===== src/rtl/pwm_bank_ctrl.sv =====
// Bank of NCH independent PWM generators with double-buffered period/duty that
// reload only at period boundaries, SYNC, or while a channel is disabled.
module pwm_lane #(
  parameter int WIDTH = 28
) (
  input  logic             CLK,
  input  logic             RST,
  input  logic             en,
  input  logic             center,
  input  logic             pol,
  input  logic             sync,
  input  logic             wr_p,
  input  logic             wr_d,
  input  logic [WIDTH-1:0] wr_data,
  output logic             pwm,
  output logic             pe
);
  localparam logic [WIDTH-1:0] ONE = WIDTH'(1);
  localparam logic [WIDTH-1:0] TWO = WIDTH'(2);

  logic [WIDTH-1:0] sh_p, sh_d, act_p, act_d, cnt;
  logic             dir_dn;
  logic             short_p, top, terminal;

  always_comb begin
    short_p  = act_p < TWO;
    top      = cnt >= act_p - ONE;
    terminal = 1'b0;
    if (short_p)             terminal = 1'b1;
    else if (center && dir_dn) terminal = cnt <= ONE;
    else if (center)         terminal = top && (act_p == TWO);
    else                     terminal = top;
  end

  always_ff @(posedge CLK or posedge RST) begin
    if (RST) begin
      sh_p   <= '0;
      sh_d   <= '0;
      act_p  <= '0;
      act_d  <= '0;
      cnt    <= '0;
      dir_dn <= 1'b0;
      pwm    <= 1'b0;
      pe     <= 1'b0;
    end else begin
      if (wr_p) sh_p <= wr_data;
      if (wr_d) sh_d <= wr_data;
      pwm <= en ? ((cnt < act_d) ^ pol) : pol;
      // SYNC truncates the period, so it suppresses the end strobe
      pe  <= en & terminal & ~sync;
      if (!en || sync || terminal) begin
        cnt    <= '0;
        dir_dn <= 1'b0;
        act_p  <= sh_p;
        act_d  <= sh_d;
      end else if (center && dir_dn) begin
        cnt <= cnt - ONE;
      end else if (center && top) begin
        dir_dn <= 1'b1;
        cnt    <= cnt - ONE;
      end else begin
        // also the centre->edge recovery path: resume counting upward
        dir_dn <= 1'b0;
        cnt    <= cnt + ONE;
      end
    end
  end
endmodule

module pwm_bank_ctrl #(
  parameter  int NCH   = 8,
  parameter  int WIDTH = 28,
  localparam int CH_W  = (NCH > 1) ? $clog2(NCH) : 1
) (
  input  logic             CLK,
  input  logic             RST,
  input  logic [NCH-1:0]   EN,
  input  logic [NCH-1:0]   CENTER,
  input  logic [NCH-1:0]   POL,
  input  logic             SYNC,
  input  logic             WR,
  input  logic [CH_W-1:0]  WR_CH,
  input  logic             WR_SEL,
  input  logic [WIDTH-1:0] WR_DATA,
  output logic [NCH-1:0]   PWM_OUT,
  output logic [NCH-1:0]   PERIOD_END
);
  logic [NCH-1:0] wr_p, wr_d;

  // indices >= NCH never match any lane, so such writes are dropped
  for (genvar i = 0; i < NCH; i++) begin : g_lane
    assign wr_p[i] = WR && !WR_SEL && (WR_CH == CH_W'(i));
    assign wr_d[i] = WR &&  WR_SEL && (WR_CH == CH_W'(i));

    pwm_lane #(.WIDTH(WIDTH)) u_lane (
      .CLK     (CLK),
      .RST     (RST),
      .en      (EN[i]),
      .center  (CENTER[i]),
      .pol     (POL[i]),
      .sync    (SYNC),
      .wr_p    (wr_p[i]),
      .wr_d    (wr_d[i]),
      .wr_data (WR_DATA),
      .pwm     (PWM_OUT[i]),
      .pe      (PERIOD_END[i])
    );
  end
endmodule


===== config.mk =====
export PLATFORM = sky130hd
export DESIGN_NAME = pwm_bank_ctrl
export DESIGN_NICKNAME = d
export VERILOG_FILES = /design/src/rtl/pwm_bank_ctrl.sv
export SDC_FILE = /design/constraint.sdc
export NUM_CORES = 2
export LEC_CHECK = 0
export CAP_MARGIN = 20
export CORE_AREA = 2 2 249 496
export DETAILED_ROUTE_END_ITERATION = 10
export DIE_AREA = 0 0 251 498
export HOLD_SLACK_MARGIN = 0.08
export PLACE_DENSITY = 0.69
export REMOVE_ABC_BUFFERS = 1
export SYNTH_ARGS = -nofsm -noshare
export SYNTH_HDL_FRONTEND = slang
export SYNTH_HIERARCHICAL = 1
export SYNTH_SLANG_ARGS = --single-unit

===== constraint.sdc =====
create_clock -name CLK -period 13.27 [get_ports CLK]
set_clock_uncertainty 0.1 [all_clocks]
set_input_delay 1.327 -clock CLK [delete_from_list [all_inputs] [get_ports CLK]]
set_output_delay 1.327 -clock CLK [all_outputs]
set_load 0.005 [all_outputs]

==> impl_results.md <==
* Outcome: completed
* Cts repair resizes at 0
* Main area contributors after synthesis: dfrtp_1, mux2_2, ha_1
* DRT Wirelength at 167000 um
* Delay-heaviest family, CP: simple AND/OR/NAND/NOR gates
* Share of layout cells above drive strength 1 at 18.5%
* Routed length per instance at 21.8 um
* Final Max Slew Viols at 0
* GPL Wtd Cong at 0.895
* DIE HEIGHT at 498 um
* Distinct cell type count after synthesis at 66
* Max_cap viols at 0
* WP buf/inv at 1
* Clock latency on the worst-skew pair at 0.72 ns
* Post-synthesis sequential area ratio at 43.3%
* CP dominant cell by count: or4_4
* Final worst-path cycle share at 45.8%
* Ys flop type: dfrtp_1
* Worst EP arrival at 6.56 ns
* Global-route wire length before repair at 265000 um
* Nets at 6578
* CP endpoint: g_lane[5].u_lane/act_d[5]
* Gr usage total at 26.8%
* PnR worst setup slack at 7.19 ns
* Post-synth design cell area at 66100 um2
* Worst Setup SP: g_lane[5].u_lane/act_p[5]
* CP peak stage delay at 0.62 ns
* CTS root buf: clkbuf_16
* # IOs at 76
* Detailed placement HPWL at 114000 um
* Post-CTS setup buffers at 0
* Via count at 46800
* Avg Inst Size Synth at 11.0 um2
* Final hold vios at 0
* Synth Warn # at 6
* H-tree depth at 3
* Final cell count without fillers at 7679
* Crit path cell chain: or4_4 > nor3_4 > nand2_1 > or3_4 > or4_4 > nor3_1 > xnor2_1 > ha_1 > a21o_1 > a21oi_1 > nor2_1 > or4_1 > o2bb2ai_4 > buf_4 > nand2_4 > mux2_1
* Number of global-route vias before repair at 47900
* RSZ-0062 raised after global routing: no
* Post-synth ARST share at 100%
* Fill cells at 10100
* Remaining antenna violation count after routing at 0
* TritonCTS buffer count at 104
* Crit path time final at 6.08 ns
* Grt ovf at 0
* Placed cell count at 7485
* CTS Hold Bufs at 0
* DP Worst Slack at 6.83 ns
* Final TNS setup at 0 ns
* Clock Sinks at 1144
* R2r worst-path depth at 16
* Die W at 251 um
* Row cnt at 181
* Crit Path Max Fanout at 58
* Crit. path cell count at 16
* Max-Slew Margin vs Limit at 28.6%
* Clock buffer depth at 3
* 1st-iter DRT viols at 3000
* CP Data Required Time at 13.75 ns
* Synth-to-Final Area Change at 8.88%
* Synth area leader: dfrtp_1
* Crit. End Element: register
* Slew @ Worst Pin at 1.04 ns
* # DRC at 0
* Yosys reg bits at 1144
* CTS tree: done
* Pleak at 32.6 nW
* Port bufs at 75
* Fmax at 164 MHz
* Antenna violations before repair at 15
* Worst VDD drop at 137 uV
* Pre-antenna DRT Iters at 5
* Reg-to-reg endpoint: g_lane[5].u_lane/act_d[5]
* Pin count of the biggest net entering global routing at 99
* Power per Cell Area at 137 nW/um2
* Cell count after synthesis at 6032
* Initial Utilization at 54.5%
* R2r setup slk at 7.19 ns
* Hold crit path type: reg2reg
* Critical path type: reg2reg
* Crit Reg-Reg Startpoint: g_lane[5].u_lane/act_p[5]
* Total core area at 121000 um2
* Finish-stage setup viols at 0
* Area of the multi-input gates at 35100 um2
* Synth top area share at 43.3%
* Clock-pin slew on the worst setup and hold paths at 0.06 ns
* Die area at 125000 um2
* DR vias/cell at 6.10
* Register area at 28600 um2
* Post-synth EDFFs at 0
* Startpoint types: register
* Slowest cell on the critical path: nand2_4
-- power by group --
part | leakage (nW) | switching [mW] | internal [mW]
combinational | 16.3 | 0.977 | 0.986
clock | 1.78 | 1.40 | 1.83
sequential | 14.4 | 0.524 | 4.17
-- placed cells by master (no fill, tap or decap), types with 15 or more instances in the layout --
master,n
dfrtp_1,1144
mux2_2,741
ha_1,480
mux2i_1,357
nand3_1,325
inv_1,321
nor2_1,318
nand2_1,238
a21oi_1,189
nor3_1,188
nand3b_1,167
nor4_1,138
xnor2_1,137
o21ai_0,136
mux2_1,126
clkbuf_16,106
nand4_1,85
and3_1,81
xor2_1,79
buf_4,78
clkdlybuf4s50_1,74
a21o_1,63
or4_1,55
or3_1,49
or2_2,29
nor3b_1,23
or4_4,22
o31a_1,22
nand2b_1,21
inv_6,19
o2111ai_1,19
clkinv_2,18
nor2b_1,18
a211oi_1,18
o21a_1,18
clkbuf_8,15
-- metal layers --
layer,up-vias,share of wire [%],track usage (%)
met4,2,5.4,13.8
met5,-,0.0042,0
met1,23700,39,31.2
met3,367,3.4,2.53
li1,21800,-,-
met2,962,52,48.7
-- worst reg2reg max path: stages (launching register included) --
cell and delay [ns]:
dfrtp_1 0.40, or4_4 0.59, nor3_4 0.16, nand2_1 0.14, or3_4 0.45, or4_4 0.55, nor3_1 0.22, xnor2_1 0.16
ha_1 0.27, a21o_1 0.18, a21oi_1 0.21, nor2_1 0.05, or4_1 0.61, o2bb2ai_4 0.16, buf_4 0.49, nand2_4 0.64
mux2_1 0.58
-- flip-flops by register name (all words and copies together), names as in the netlist --
register,flops
g_lane.u_lane/sh_p,224
g_lane.u_lane/pe,8
g_lane.u_lane/act_d,224
g_lane.u_lane/act_p,224
g_lane.u_lane/pwm,8
g_lane.u_lane/cnt,224
g_lane.u_lane/sh_d,224
g_lane.u_lane/dir_dn,8
-- metrics by stage --
step	total power, mW	hold slack (ns)	utilization (%)	instance area (um2)
after CTS	9.98	0.389	59.2	71900
final	9.89	0.386	59.3	72000
after global placement	6.59	0.366	56.2	68300
after global routing	10.4	0.399	59.3	72000
after floorplan	6.08	0.358	-	64800
after detailed placement	6.71	0.375	56.2	68300
-- synthesized netlist by cell type, types with 55 or more instances --
master       n
a21o_1      63
a21oi_1    189
and3_1      81
clkbuf_1   137
dfrtp_1   1144
ha_1       480
inv_1      329
mux2_1     126
mux2_2     741
mux2i_1    357
nand2_1    238
nand3_1    325
nand3b_1   167
nand4_1     85
nor2_1     330
nor3_1     191
nor4_1     138
o21ai_0    136
or4_1       55
xnor2_1    137
xor2_1      79
-- layout make-up --
cell class | count | share of cell area (%)
Inverter | 329 | 1.77
Sequential cell | 1144 | 39.8
Antenna cell | 1 | 0.00348
Clock buffer | 134 | 4.04
Timing Repair Buffer | 155 | 1.92
Clock inverter | 57 | 1.02
Multi-Input combinational cell | 4304 | 48.8
Tap cell | 1555 | 2.70
-- how the worst min path moves through the flow --
stage / start / endpoint / slack (ns) / cells past startpoint
4_1_cts: g_lane[2].u_lane/sh_d[27] / g_lane[2].u_lane/act_d[27] / 0.39 / 1
5_1_grt: g_lane[1].u_lane/act_d[7] / g_lane[1].u_lane/act_d[7] / 0.40 / 1
3_3_place_gp: g_lane[6].u_lane/sh_d[0] / g_lane[6].u_lane/act_d[0] / 0.37 / 1
6_report: g_lane[2].u_lane/sh_d[3] / g_lane[2].u_lane/act_d[3] / 0.39 / 1
2_1_floorplan: g_lane[0].u_lane/act_d[10] / g_lane[0].u_lane/act_d[10] / 0.36 / 1
3_5_place_dp: g_lane[4].u_lane/act_d[14] / g_lane[4].u_lane/act_d[14] / 0.37 / 1
-- cells by family (layout without fill, tap and decap cells) --
group / after synthesis / after routing / share of synthesized area, %
other: 0 / 1 / 0
AO/OA/AOI/OAI: 528 / 528 / 4.99
flip-flops: 1144 / 1144 / 43.3
adder cells (fa/ha/maj): 480 / 480 / 9.09
multiplexers: 1224 / 1224 / 20.2
buffers and inverters: 584 / 675 / 3.90
XOR/XNOR: 216 / 216 / 2.86
AND/OR/NAND/NOR: 1856 / 1856 / 15.7
Note: power is estimated with default switching activity, not from simulation.
